[config.mk]
export PLATFORM = sky130hd
export DESIGN_NAME = counter_prog
export DESIGN_NICKNAME = d
export VERILOG_FILES = /design/src/rtl/counter_prog.sv
export SDC_FILE = /design/constraint.sdc
export NUM_CORES = 1
export LEC_CHECK = 0
export ABC_AREA = 0
export CAP_MARGIN = 20
export CELL_PAD_IN_SITES_DETAIL_PLACEMENT = 2
export CELL_PAD_IN_SITES_GLOBAL_PLACEMENT = 2
export CORE_ASPECT_RATIO = 1.1
export CORE_MARGIN = 2
export CORE_UTILIZATION = 32
export CTS_CLUSTER_DIAMETER = 50
export DETAILED_ROUTE_END_ITERATION = 16
export PLACE_DENSITY = 0.95
export SKIP_LAST_GASP = 1
export SLEW_MARGIN = 20
export SYNTH_ARGS = -nofsm -noshare
export SYNTH_HDL_FRONTEND = slang
export SYNTH_SLANG_ARGS = --single-unit
[constraint.sdc]
create_clock -name clk -period 5.9 [get_ports clk]
set_input_delay 1.18 -clock clk [delete_from_list [all_inputs] [get_ports clk]]
set_output_delay 1.18 -clock clk [all_outputs]
set_load 0.05 [all_outputs]
[src/rtl/counter_prog.sv]
// Programmable N-bit up/down counter with limit, wrap/saturate, load/clear, tc pulse, sticky ovf.
// Optional prescaler enabled by defining COUNTER_PRESCALE_EN (adds the presc port).
module counter_prog #(
  parameter int unsigned WIDTH      = 32,
  parameter int unsigned PRESCALE_W = 8
) (
  input  logic                  clk,
  input  logic                  reset,
  input  logic                  en,
  input  logic                  up,
  input  logic                  mode_sat,
  input  logic [WIDTH-1:0]      limit,
  input  logic                  clear,
  input  logic                  load,
  input  logic [WIDTH-1:0]      load_val,
`ifdef COUNTER_PRESCALE_EN
  input  logic [PRESCALE_W-1:0] presc,
`endif
  output logic [WIDTH-1:0]      out,
  output logic                  tc,
  output logic                  ovf
);

  if (WIDTH < 2 || PRESCALE_W == 0) begin : g_param_check
    $error("counter_prog: WIDTH must be >= 2 and PRESCALE_W >= 1");
  end

  logic [WIDTH-1:0] out_q, out_d;
  logic             tc_q, tc_d;
  logic             ovf_q, ovf_d;
  logic             step;
  logic             at_boundary;

`ifdef COUNTER_PRESCALE_EN
  logic [PRESCALE_W-1:0] pcnt_q, pcnt_d;
  logic                  presc_hit;

  assign presc_hit = (pcnt_q == presc);
  assign step      = en && presc_hit;

  always_comb begin
    pcnt_d = pcnt_q;
    if (clear || load) begin
      pcnt_d = '0;
    end else if (en) begin
      pcnt_d = presc_hit ? '0 : pcnt_q + PRESCALE_W'(1);
    end
  end

  always_ff @(posedge clk or negedge reset) begin
    if (!reset) begin
      pcnt_q <= '0;
    end else begin
      pcnt_q <= pcnt_d;
    end
  end
`else
  assign step = en;
`endif

  // Up boundary uses >= so a load above limit still wraps/saturates instead of running on.
  assign at_boundary = up ? (out_q >= limit) : (out_q == '0);

  always_comb begin
    out_d = out_q;
    tc_d  = 1'b0;
    ovf_d = ovf_q;
    if (clear) begin
      out_d = '0;
      ovf_d = 1'b0;
    end else if (load) begin
      out_d = load_val;
    end else if (step) begin
      if (at_boundary) begin
        tc_d  = 1'b1;
        ovf_d = 1'b1;
        if (!mode_sat) begin
          out_d = up ? '0 : limit;
        end
      end else begin
        out_d = up ? out_q + WIDTH'(1) : out_q - WIDTH'(1);
      end
    end
  end

  always_ff @(posedge clk or negedge reset) begin
    if (!reset) begin
      out_q <= '0;
      tc_q  <= 1'b0;
      ovf_q <= 1'b0;
    end else begin
      out_q <= out_d;
      tc_q  <= tc_d;
      ovf_q <= ovf_d;
    end
  end

  assign out = out_q;
  assign tc  = tc_q;
  assign ovf = ovf_q;

endmodule

Yosys cells after proc, flatten, opt, wreduce, memory -nomap -nowiden. Cells that the tools add are included.

Bits in registers: 34. Bits of input ports: 71. Output and inout bits: 34. Logic and storage cells: 30.

Add/sub/neg operators: 2. $lt $le $gt $ge: 1. Equal/unequal tests: 2. Multiplexer cells: 16. Reduce and logical (&&, ||, !) cells: 6.

Operators by type and width (count): two-way mux 32 bit (7); adder 32 x 1 -> 32 bit (second input constant) (1); >= comparator 32 bit (1); zero test 32 bit (1); subtractor 32 x 1 -> 32 bit (second input constant) (1); two-way mux 1 bit (9); inequality test 4 bit (second input constant) (1); nonzero test 2 bit (2); AND reduction 3 bit (1); nonzero test 3 bit (1); inequality test 2 bit (second input constant) (1); AND reduction 2 bit (1).

Longest topological paths before layout.
Word-level depth: 6. Depth in mapped cells: 13. Gate-level depth less buffers: 10.

Worst setup path before layout. No wires, ideal clock.

Path kind: input -> register. Start: in up. End: reg out_q[29], in the netlist out[29]. Setup time: 0.122 ns. Arrival time: 4.015 ns. Slack: 1.763 ns. Cell stages on the path: 12. Buffers on the path: 3. Cell sequence: buf_2 inv_2 buf_2 ha_1 clkbuf_1 a21o_1 a221o_1 a21boi_0 o21ai_0 or3_1 a311o_1 a32o_1.

Cells in the longest elaborated chain, start to end: 6. Elaborated cells on any way between the ends: 10.

RTL lines: from (decl) (line 10) `input logic up,`; two-way mux 32 bit (line 78) `out_d = up ? '0 : limit;`; two-way mux 32 bit (line 77) `if (!mode_sat) begin`; two-way mux 32 bit (line 74) `if (at_boundary) begin`; two-way mux 32 bit (line 73) `end else if (step) begin`; two-way mux 32 bit (line 71) `end else if (load) begin`; two-way mux 32 bit (line 68) `if (clear) begin`; to (signal assigned) (line 92) `out_q <= out_d;`; to (decl) (line 28) `logic [WIDTH-1:0] out_q, out_d;`.

Parallel ways exist; a longest one is shown, timed or not. The select of a mux whose other input is x is not followed. A chain may end at the register's enable or synchronous reset.

Worst setup path in the final report.
Start: in up. End: reg out_q[31], in the netlist out[31].

The elaborated chain is that of the path after synthesis.

==> flow_metrics.env <==
export IMPL_boundaryPins=105
export IMPL_yosys_cell_types_count=66
export IMPL_synth_edf_count=0
export IMPL_cts_inserted_buffers=5
export IMPL_rsz0062_at_grt="false"
export IMPL_status="finished, final reports clean"
export IMPL_drt_initial_drc_count=343
export IMPL_synth_fp_nets=744
export IMPL_p_comb_share_pct=58.2
export IMPL_wl_per_cell_um=24.9
export IMPL_dpl_hpwl_um=16900
export IMPL_synth_seq_area_share_pct=18.0
export IMPL_synthSimpleGateAreaFrac_pct=20.2
export IMPL_period_needed_ns=5.10
export IMPL_synth_ff_type="dfrtp_1"
export IMPL_power_internal_w=0.000735
export IMPL_setup_viol=0
export IMPL_syn_inst=610
export IMPL_setup_worst_path_start="up"
export IMPL_min_period_over_period_pct=86.5
export IMPL_async_flop_share_pct=100
export IMPL_grt_util_all_layers_pct=27.9
export IMPL_netlist_top_cell_by_area="dfrtp_1"
export IMPL_viasPerCell=6.24
export IMPL_synth_mux_area_share_pct=2.83
export IMPL_cts_root_buf="clkbuf_16"
export IMPL_vias=5555
export IMPL_r2r_slack_ns=2.18
export IMPL_ys_top_cells_by_area="dfrtp_1, ha_1, a21oi_1, nand2_1, o21ai_0"
export IMPL_die_w_um=120
export IMPL_grt_max_degree=53
export IMPL_die_area_um2=15800
export IMPL_ctsLongestPathBuffers=2
export IMPL_cp_max_fo=45
export IMPL_cap_viol_max_count=0
export IMPL_cts_tree="yes"
export IMPL_tightestPinTransition_ns=0.950
export IMPL_p_leak_nw=2.62
export IMPL_yosys_warnings=0
export IMPL_synth_compound_area_share_pct=32.5
export IMPL_swShare_pct=48.4
export IMPL_initial_core_util_pct=32.7
export IMPL_antenna_found_initial=0
export IMPL_timing_setup_critical_path_class="in2reg"
export IMPL_routed_wl_um=22100
export IMPL_end_kind="flop"
export IMPL_cts_hold_buf=0
export IMPL_drive_above_1_share_pct=4.01
export IMPL_setup_worst_path_end="out[31]"
export IMPL_syn_area_um2=4720
export IMPL_fin_nets=832
export IMPL_slew_headroom_pct=36.7
export IMPL_fmax_mhz=196
export IMPL_vdd_drop_max_mv=0.0941
export IMPL_hp_class="reg2reg"
export IMPL_final_common_cell="clkdlybuf4s50_1"
export IMPL_p_per_area_nw_per_um2=235
export IMPL_p_sw_w=0.000689
export IMPL_drc_errors=0
export IMPL_final_cell_mix="clkdlybuf4s50_1, ha_1, nand2_1"
export IMPL_insertion_delay_ns=0.30
export IMPL_grt_overflow_total=0
export IMPL_r2r_start="out[19]"
export IMPL_skew_ns=0.0131
export IMPL_reg2reg_to="out[29]"
export IMPL_rows=46
export IMPL_power_frac_clock_pct=19.5
export IMPL_routabilityCongestion=0.941
export IMPL_antenna_cells=0
export IMPL_drv_slew=0
export IMPL_h_tree_depth=2
export IMPL_synth_adder_area_share_pct=16.8
export IMPL_first_global_vias=6249
export IMPL_synthToLayoutAreaGrowth_pct=28.1
export IMPL_synth_xor_area_share_pct=2.97
export IMPL_cp_arrival_ns=5.31
export IMPL_die_y_um=131
export IMPL_post_route_util_pct=41.9
export IMPL_syn_mean_instance_area_um2=7.75
export IMPL_postCtsSetupRepairBufs=0
export IMPL_rr_worst_depth=10
export IMPL_hold_violations=0
export IMPL_clk_pin_slew_worst_paths_ns=0.07
export IMPL_crit_required_ns=6.11
export IMPL_cts_sinks=34
export IMPL_cp_start_kind="input pin"
export IMPL_synth_seq_cells=34
export IMPL_portBuffers=104
export IMPL_grt_pass1_wl_um=34700
export IMPL_timing_setup_tns_ns=0
export IMPL_synth_top_family_by_area="compound AO/OA/AOI/OAI gates"
export IMPL_yosysTopAreaCellShare_pct=18.0
export IMPL_dr_pass1_iters=5
export IMPL_ant_nets=0
export IMPL_cts_resized_gates=0
export IMPL_core_area_um2=14400
export IMPL_seq_power_share_pct=22.3
==> sequential cells by signal, indices dropped and copies added, names as in the netlist <==
register	count
ovf	1
tc	1
out	32
==> per-stage QoR <==
| step | instances | instance area [µm²] | setup WS [ns] | hold WS (ns) | total power (W) |
|---|---|---|---|---|---|
| 4_1_cts | 890 | 6050 | 0.934 | 0.528 | 0.00141 |
| 5_1_grt | 890 | 6050 | 0.713 | 0.546 | 0.00149 |
| 6_report | 890 | 6050 | 0.798 | 0.521 | 0.00142 |
| 3_3_place_gp | 883 | 5920 | 0.999 | 0.468 | 0.00107 |
| 2_1_floorplan | 610 | 4720 | 1.76 | 0.791 | 0.000832 |
| 3_5_place_dp | 883 | 5920 | 0.660 | 0.510 | 0.00113 |
==> layer usage <==
layer	vias to the layer above	track usage [%]	part of all wire, %	wire length, µm
met5	-	0	0	0
met4	0	14.6	5.4	1200
met3	81	3.21	4.8	1060
met2	225	49.9	50	11100
met1	2756	32.1	40	8810
li1	2493	-	-	-
==> power groups by stage <==
stage / logic [W] / registers, W / clock network (W)
CTS: 0.000821 / 0.000316 / 0.000278
global route: 0.000886 / 0.000322 / 0.000284
finish: 0.000829 / 0.000317 / 0.000278
detailed placement: 0.000814 / 0.000320 / 0
global placement: 0.000753 / 0.000317 / 0
floorplan: 0.000436 / 0.000396 / 0
==> area by class of cell <==
class / count / area [µm²]
inverter: 45 / 169
multi-input combinational: 502 / 3560
clock buffer: 5 / 125
clock inverter: 2 / 10.0
fill: 1630 / 8390
timing repair buffer: 110 / 1100
tap: 192 / 240
sequential: 34 / 851
==> cell usage after synthesis, types with 5 or more instances <==
master    count
ha_1         62
nand2_1      55
a21oi_1      54
inv_1        42
nor2_1       42
dfrtp_1      34
o21ai_0      32
nor3_1       22
nand2b_1     16
clkbuf_1     15
a21o_1       13
nor4_1       13
o21a_1       12
a211oi_1     11
a311oi_1     11
a32o_1       11
xnor2_1      11
mux2i_1      10
nand3_1      10
o41ai_1      10
a31oi_1       9
buf_2         9
nand4_1       9
o211ai_1      9
a211o_1       7
and2_1        6
and3_1        6
nor2b_1       5
xor2_1        5
==> critical path, stage by stage <==
cell and delay, ns:
clkdlybuf4s50_1 0.44, inv_2 0.69, ha_1 0.53, nand2_1 0.11, o211ai_1 0.32, a211oi_1 0.14, o21ai_0 0.52, mux2_2 0.41
nor3b_1 0.34, mux2_2 0.38, a31oi_1 0.20
==> worst min path at each step <==
stage / slack (ns) / cells past startpoint / to / from
global route: 0.55 / 1 / ovf / ovf
global placement: 0.47 / 1 / ovf / ovf
finish: 0.52 / 1 / ovf / ovf
CTS: 0.53 / 1 / ovf / ovf
detailed placement: 0.51 / 1 / ovf / ovf
floorplan: 0.79 / 2 / out[14] / out[14]
==> kinds of logic after synthesis <==
group	Yosys count
AO/OA/AOI/OAI	216
XOR/XNOR	16
adder cells (fa/ha/maj)	63
buffers and inverters	74
flip-flops	34
multiplexers	13
AND/OR/NAND/NOR	194
No activity file was read; power rests on OpenSTA's default activity.
